--- config.mk ---
export PLATFORM = sky130hd
export DESIGN_NAME = prog_clk_divider
export DESIGN_NICKNAME = d
export VERILOG_FILES = /design/src/rtl/prog_clk_divider.sv
export SDC_FILE = /design/constraint.sdc
export NUM_CORES = 1
export LEC_CHECK = 0
export BUFFER_PORTS_ARGS = -buffer_cell sky130_fd_sc_hd__buf_2
export CORE_UTILIZATION = 25
export DETAILED_ROUTE_END_ITERATION = 10
export HOLD_SLACK_MARGIN = 0.03
export PLACE_DENSITY = 0.5
export SETUP_SLACK_MARGIN = 0.5
export SLEW_MARGIN = 20
export SYNTH_ARGS = -nofsm -noshare
export SYNTH_HDL_FRONTEND = slang
export SYNTH_SLANG_ARGS = --single-unit
export TNS_END_PERCENT = 10
--- constraint.sdc ---
create_clock -name clock_in -period 30.9 [get_ports clock_in]
set_clock_uncertainty 0.2 [all_clocks]
set_input_delay 6.18 -clock clock_in [delete_from_list [all_inputs] [get_ports clock_in]]
set_output_delay 6.18 -clock clock_in [all_outputs]
set_load 0.01 [all_outputs]
--- src/rtl/prog_clk_divider.sv ---
// prog_clk_divider
// Multi-channel programmable clock divider. Each channel counts input cycles
// over a runtime-programmable period and drives a registered divided clock
// whose high time is also programmable, plus a one-cycle tick on the first
// cycle of every period. New settings are written into a shadow copy and
// only move into the active copy on a period boundary (or while the channel
// is disabled), so a running clk_out never sees a shortened high or low phase.
// With DEF_DIV = 2*D and DEF_HIGH = D a channel behaves exactly like the
// older fixed toggle divider of divisor D at 50% duty.

module prog_clk_divider #(
    parameter int CNT_W    = 28,
    parameter int NUM_CH   = 4,
    parameter int CH_W     = 2,
    parameter int DEF_DIV  = 32000,
    parameter int DEF_HIGH = 16000
) (
    input  logic              clock_in,
    input  logic              reset,
    input  logic [NUM_CH-1:0] ch_en,
    input  logic              wr_en,
    input  logic [CH_W-1:0]   wr_ch,
    input  logic [CNT_W-1:0]  wr_div,
    input  logic [CNT_W-1:0]  wr_high,
    output logic [NUM_CH-1:0] clk_out,
    output logic [NUM_CH-1:0] tick,
    output logic [NUM_CH-1:0] pending
);

    // ------------------------------------------------------------------
    // Constants
    // ------------------------------------------------------------------
    localparam logic [CNT_W-1:0] CNT_ZERO   = {CNT_W{1'b0}};
    localparam logic [CNT_W-1:0] CNT_ONE    = CNT_W'(1);
    localparam logic [CNT_W-1:0] CNT_TWO    = CNT_W'(2);
    localparam logic [CNT_W-1:0] RST_DIV    = CNT_W'(DEF_DIV);
    localparam logic [CNT_W-1:0] RST_HIGH   = CNT_W'(DEF_HIGH);

    // ------------------------------------------------------------------
    // Helpers
    // ------------------------------------------------------------------

    // Effective period: programmed values 0 and 1 are clamped to 2 so a
    // channel can neither stall nor degenerate into a divide-by-one.
    function automatic logic [CNT_W-1:0] eff_period(input logic [CNT_W-1:0] div);
        logic [CNT_W-1:0] p;
        if (div < CNT_TWO) begin
            p = CNT_TWO;
        end else begin
            p = div;
        end
        return p;
    endfunction

    // Last count value of a period for a given programmed divisor.
    function automatic logic [CNT_W-1:0] last_count(input logic [CNT_W-1:0] div);
        return eff_period(div) - CNT_ONE;
    endfunction

    // ------------------------------------------------------------------
    // Per-channel state
    // ------------------------------------------------------------------
    logic [CNT_W-1:0]  count_q    [NUM_CH];
    logic [CNT_W-1:0]  count_d    [NUM_CH];
    logic [CNT_W-1:0]  act_div_q  [NUM_CH];
    logic [CNT_W-1:0]  act_div_d  [NUM_CH];
    logic [CNT_W-1:0]  act_high_q [NUM_CH];
    logic [CNT_W-1:0]  act_high_d [NUM_CH];
    logic [CNT_W-1:0]  sh_div_q   [NUM_CH];
    logic [CNT_W-1:0]  sh_div_d   [NUM_CH];
    logic [CNT_W-1:0]  sh_high_q  [NUM_CH];
    logic [CNT_W-1:0]  sh_high_d  [NUM_CH];

    // run_q remembers that the channel was already counting on the previous
    // edge; it separates "enable just rose" from "running and sitting at 0".
    logic [NUM_CH-1:0] run_q;
    logic [NUM_CH-1:0] run_d;
    logic [NUM_CH-1:0] pending_q;
    logic [NUM_CH-1:0] pending_d;
    logic [NUM_CH-1:0] clk_out_q;
    logic [NUM_CH-1:0] clk_out_d;
    logic [NUM_CH-1:0] tick_q;
    logic [NUM_CH-1:0] tick_d;

    logic [NUM_CH-1:0] wr_sel_s;
    logic [NUM_CH-1:0] wrap_s;

    // ------------------------------------------------------------------
    // Combinational decode
    // ------------------------------------------------------------------

    // Decode the write strobe to one channel; indices >= NUM_CH match nothing.
    always_comb begin
        wr_sel_s = {NUM_CH{1'b0}};
        for (int i = 0; i < NUM_CH; i++) begin
            if (wr_en && (wr_ch == CH_W'(i))) begin
                wr_sel_s[i] = 1'b1;
            end else begin
                wr_sel_s[i] = 1'b0;
            end
        end
    end

    // Flag the last cycle of the current period for every running channel.
    always_comb begin
        wrap_s = {NUM_CH{1'b0}};
        for (int i = 0; i < NUM_CH; i++) begin
            if (run_q[i] && (count_q[i] == last_count(act_div_q[i]))) begin
                wrap_s[i] = 1'b1;
            end else begin
                wrap_s[i] = 1'b0;
            end
        end
    end

    // ------------------------------------------------------------------
    // Next-state logic
    // ------------------------------------------------------------------

    // Per-channel counter, waveform, tick and shadow/active config update.
    always_comb begin
        run_d     = run_q;
        pending_d = pending_q;
        clk_out_d = clk_out_q;
        tick_d    = tick_q;
        for (int i = 0; i < NUM_CH; i++) begin
            count_d[i]    = count_q[i];
            act_div_d[i]  = act_div_q[i];
            act_high_d[i] = act_high_q[i];
            sh_div_d[i]   = sh_div_q[i];
            sh_high_d[i]  = sh_high_q[i];
        end

        for (int i = 0; i < NUM_CH; i++) begin
            if (!ch_en[i]) begin
                // Disabled: park at count 0 with the output low, and let any
                // shadow config fall through since there is no period to break.
                run_d[i]      = 1'b0;
                count_d[i]    = CNT_ZERO;
                clk_out_d[i]  = 1'b0;
                tick_d[i]     = 1'b0;
                act_div_d[i]  = sh_div_q[i];
                act_high_d[i] = sh_high_q[i];
                pending_d[i]  = 1'b0;
            end else if (!run_q[i]) begin
                // Enable just rose: begin a full period immediately.
                run_d[i]      = 1'b1;
                count_d[i]    = CNT_ZERO;
                tick_d[i]     = 1'b1;
                clk_out_d[i]  = (act_high_q[i] != CNT_ZERO);
            end else if (wrap_s[i]) begin
                // Period boundary: start over and adopt the shadow config;
                // the output for count 0 uses the newly adopted high time.
                run_d[i]      = 1'b1;
                count_d[i]    = CNT_ZERO;
                tick_d[i]     = 1'b1;
                act_div_d[i]  = sh_div_q[i];
                act_high_d[i] = sh_high_q[i];
                pending_d[i]  = 1'b0;
                clk_out_d[i]  = (sh_high_q[i] != CNT_ZERO);
            end else begin
                // Mid-period: advance; count stays below P-1 here, so the
                // increment cannot overflow.
                run_d[i]      = 1'b1;
                count_d[i]    = count_q[i] + CNT_ONE;
                tick_d[i]     = 1'b0;
                clk_out_d[i]  = ((count_q[i] + CNT_ONE) < act_high_q[i]);
            end

            // A write only ever lands in the shadow copy; if it coincides with
            // an apply edge, the old shadow is applied and the new one waits.
            if (wr_sel_s[i]) begin
                sh_div_d[i]  = wr_div;
                sh_high_d[i] = wr_high;
                pending_d[i] = 1'b1;
            end else begin
                sh_div_d[i]  = sh_div_d[i];
                sh_high_d[i] = sh_high_d[i];
            end
        end
    end

    // ------------------------------------------------------------------
    // State registers
    // ------------------------------------------------------------------

    // All channel state, cleared to the default configuration by reset.
    always_ff @(posedge clock_in or posedge reset) begin
        if (reset) begin
            run_q     <= {NUM_CH{1'b0}};
            pending_q <= {NUM_CH{1'b0}};
            clk_out_q <= {NUM_CH{1'b0}};
            tick_q    <= {NUM_CH{1'b0}};
            for (int i = 0; i < NUM_CH; i++) begin
                count_q[i]    <= CNT_ZERO;
                act_div_q[i]  <= RST_DIV;
                act_high_q[i] <= RST_HIGH;
                sh_div_q[i]   <= RST_DIV;
                sh_high_q[i]  <= RST_HIGH;
            end
        end else begin
            run_q     <= run_d;
            pending_q <= pending_d;
            clk_out_q <= clk_out_d;
            tick_q    <= tick_d;
            for (int i = 0; i < NUM_CH; i++) begin
                count_q[i]    <= count_d[i];
                act_div_q[i]  <= act_div_d[i];
                act_high_q[i] <= act_high_d[i];
                sh_div_q[i]   <= sh_div_d[i];
                sh_high_q[i]  <= sh_high_d[i];
            end
        end
    end

    // ------------------------------------------------------------------
    // Outputs (all straight from flops)
    // ------------------------------------------------------------------
    assign clk_out = clk_out_q;
    assign tick    = tick_q;
    assign pending = pending_q;

endmodule

## After elaboration in Yosys (flattened, before gate mapping)

Index checks and enable logic that the tools add are counted.
Widths: inputs -> output; s select.

| storage, ports and cells | value |
|---|---|
| output and inout port bits | 12 |
| logic and storage cells | 183 |
| register bits | 576 |
| input bits | 65 |

| cells by class | value |
|---|---|
| $add $sub $neg | 8 |
| eq/ne operators | 23 |
| muxes and demuxes | 92 |
| reduce and logical (&&, ||, !) cells | 25 |
| $lt $le $gt $ge | 8 |

Operators with widths:

| kind | count |
|---|---|
| $mux 28 | 40 |
| $reduce_bool 28->1 | 8 |
| $add 28x1->28 const B | 4 |
| $eq 28x28->1 | 4 |
| $lt 28x2->1 const B | 4 |
| $lt 28x28->1 | 4 |
| $sub 28x1->28 const B | 4 |
| $mux 1 | 52 |
| $ne 3x1->1 const B | 8 |
| $ne 2x1->1 const B | 8 |
| $reduce_and 2->1 | 8 |
| $logic_and 1x1->1 | 8 |
| $eq 2x2->1 const B | 2 |
| $eq 2x1->1 const B | 1 |
| $logic_not 2->1 | 1 |

## Longest topological paths before layout

| depth | value |
|---|---|
| depth after elaboration | 10 |
| mapped depth | 17 |
| depth with buffers taken out | 16 |

## Least setup slack after synthesis

No wires, ideal clock.

| timing | value |
|---|---|
| kind | in2reg |
| from | input wr_ch[1] |
| to | register sh_div_q[84] (netlist name) |
| path slack | 23,059 ps |
| path buffers | 2 |
| setup time | 125 ps |
| stages on the path | 4 |
| arrival time | 7,516 ps |
| required time | 30,575 ps |
| path through | nor3b_1 clkbuf_1 clkbuf_1 mux2_2 |

| between the ends | value |
|---|---|
| longest elaborated chain between the ends | 3 |

RTL lines:

| element | line | text |
|---|---|---|
| from (decl) | 22 | `input logic [CH_W-1:0] wr_ch,` |
| $logic_not 2->1 | 96 | `if (wr_en && (wr_ch == CH_W'(i))) begin` |
| $logic_and 1x1->1 | 96 |  |
| $mux 1 | 96 |  |
| to (signal, indexed assignment) | 210 | `sh_div_q[i] <= sh_div_d[i];` |
| to (decl) | 69 | `logic [CNT_W-1:0] sh_div_q [NUM_CH];` |

Every way passes these cells.
A chain may end at the register's enable or synchronous reset.

==> metrics <==
Yosys top cell by area=dfrtp_1; Synth cell types=77; kind of critical path=in2async; synthesized cell area=0.0335 mm^2; Setup Total Neg Slack=0 ns; Setup WS pre-CTS=21.71 ns; main combinational cell family by area after synthesis=simple AND/OR/NAND/NOR gates; Port Buf Inserts=76; ys async rst share=1.00; largest net degree at the start of global routing=161; achievable frequency=120 MHz; Vias/cell=5.03; WP data arrival=8.73 ns; uppermost layer routed=met4; met3 wire length=5940 um; Max Slew Vio Count=0; Floorplan Core Area=0.133 mm^2; Hold Fails Final Rpt=0; Clock Path Buffers=3; drt pass-1 iters=8; Synth area leaders=dfrtp_1 36%, mux2_2 9.6%, dfstp_2 7.5%; slew margin rel.=0.276; Max-cap violations=0; GRT Util Overall=0.151; die extent in x=368 um; nets=3,431; area grow syn2layout=12.6%; gpl congestion=0.879; Worst Tran Pin Value=1.09 ns; most common cell in the synthesized netlist=dfrtp_1; PostCTS Resize Cnt=0; Root Buffer=clkbuf_16; Pwr Density=58.9 mW/mm^2; Layout fillers=13,900; r2r setup slk=24.12 ns; complex-gate fraction of the synthesized area=0.115; hold-fix buffers at CTS=0; Leakage Power=15.4 nW; ys flop type=dfrtp_1; critical path endpoint=run_q[0]; Post-synth EDFFs=0; xor and xnor area share after synthesis=0.0585; overflow left after global routing=0; flops & latches, synth=576; first-pass GRT wire length=159,000 um; FF-to-FF path depth=14; Internal=1.54 mW; Storage cell area=0.0145 mm^2; clock slew at reported path FFs=0.06 ns; failing checks=design-rule violations; status=complete, but fails checks; Crit Reg-Reg Endpoint=act_div_q[89]; Max Fanout on Critical Path=160; routed length on met2=44,600 um; Synth top area share=0.358; wire length per cell=20.5 um; HPWL after detailed placement=70,500 um; final worst slack=22.54 ns; layout cells sized above 1=0.196; CTS tree=done; Adder-Cell Fraction of Synth Area=0.0433; Yosys warning total=0; Net Sw Power=0.683 mW; Reg power frac=0.466; Seq/Total Area, Yosys=0.433; final setup violation count=0; DRC=3; peak supply drop=0.0000357 V; final worst path period share=0.270; multiplexer share of the synthesized area=0.119; simple-gate share of the synthesized area=0.182; Finished Core Util=0.283; CTS H-tree lvls=2; Logic pwr share=0.184; Syn Area/Cell=10.2 um^2; Post-Route WL=104,000 um; vias in the first global route=24,700; Sink Count=576; hold crit path type=reg2reg; initial core utilization=0.252; switching share of power=0.307; DR vias=25,600; die area=0.136 mm^2; Die Height=368 um; number of DRC markers in iteration 0=2,159; Cells after Synth=3,291; Setup Fix Bufs, Post-CTS=0; Clock Latency Late Sink=0.65 ns; most frequent cells after synthesis=480 x dfrtp_1, 286 x mux2_2, 257 x nand2_1, 197 x inv_1, 191 x clkbuf_1; crit path capture type=async pin; fin crit period=8.36 ns; Clock Power Share=0.350; Hold Path Depth=1; wl on met1=50,600 um; CP required=31.28 ns; multi-input logic area=0.0175 mm^2; CTS Buf Count=61; Startpoint Class=input pin; launch point of the worst reg-to-reg path=act_div_q[99]; Post-Syn Nets=3,472; RSZ-0062 raised after global routing=no; initial antenna violation count=31; Cell Rows=134; Ports=77; Setup crit start=reset; Routed Antenna Nets=0
[area by class of cell]
class,count,area share
multi-input combinational,2303,0.463
inverter,197,0.0198
clock buffer,94,0.0479
antenna,8,0.000530
sequential,576,0.385
clock inverter,22,0.00772
timing repair buffer,111,0.0179
tap,1768,0.0585
[registers in the layout (all words and copies together), names as in the netlist]
| register | count |
|---|---|
| act_div_q | 112 |
| act_high_q | 112 |
| count_q | 112 |
| sh_div_q | 112 |
| sh_high_q | 112 |
| clk_out | 4 |
| pending | 4 |
| run_q | 4 |
| tick | 4 |
[how the worst min path moves through the flow]
stage / from / endpoint / slack (ns)
6_report: sh_div_q[51] / act_div_q[51] / 0.28
3_5_place_dp: pending[2] / pending[2] / 0.26
4_1_cts: pending[2] / pending[2] / 0.28
5_1_grt: sh_div_q[48] / act_div_q[48] / 0.30
3_3_place_gp: pending[2] / pending[2] / 0.26
2_1_floorplan: sh_div_q[28] / act_div_q[28] / 0.25
[power by group through the flow]
| stage | combinational [mW] | clock [mW] | sequential [mW] |
|---|---|---|---|
| floorplan | 0.337 | 0 | 0.982 |
| global placement | 0.404 | 0 | 1.05 |
| detailed placement | 0.411 | 0 | 1.05 |
| CTS | 0.413 | 0.800 | 1.04 |
| global route | 0.457 | 0.829 | 1.06 |
| finish | 0.409 | 0.779 | 1.04 |
[cells by family after synthesis]
logic type / after synthesis
muxes: 349
adders and majority gates: 116
AOI/OAI and AO/OA: 479
DFF: 576
xor gates and xnor gates: 224
buffers and inverters: 412
and+or+nand+nor: 1135
[layer usage]
layer  GRT usage  vias to the layer above
li1            -                    12000
met2       0.224                      641
met1       0.226                    12800
met4      0.0448                        0
met5           0                        -
met3      0.0195                      138
[cell usage in the layout (no fill, tap or decap), types with 14 or more instances in the layout]
master	count
clkbuf_16	62
inv_1	195
and4_1	16
mux2_2	286
xor2_1	79
or4_1	22
or3_1	24
a21oi_1	45
dfstp_2	96
mux2_1	37
nand3_1	130
o221ai_1	58
a311o_1	59
clkbuf_1	18
buf_2	74
nor3_1	58
a31o_1	57
nor2b_1	119
nand2b_1	70
a21o_1	23
o21ai_0	38
nor2_1	130
dfrtp_1	478
nor4_1	147
clkbuf_8	14
mux2_4	18
nand4_1	64
o211ai_1	21
nand2_1	256
ha_1	116
o41ai_1	64
xnor2_1	145
buf_4	32
and3_1	24
[critical path: stages]
cell and delay, ns:
buf_2 0.14, inv_8 0.55, buf_12 0.73, buf_4 0.86
[metrics by stage]
stage / hold slack, ns / instance area, um^2 / cells / power [mW]
2_1_floorplan: 0.252 / 33500 / 3291 / 1.32
4_1_cts: 0.281 / 37800 / 5070 / 2.25
5_1_grt: 0.296 / 37800 / 5073 / 2.35
6_report: 0.279 / 37800 / 5079 / 2.23
3_3_place_gp: 0.259 / 35600 / 4953 / 1.45
3_5_place_dp: 0.263 / 35700 / 4954 / 1.46
Note: power is estimated with default switching activity, not from simulation.
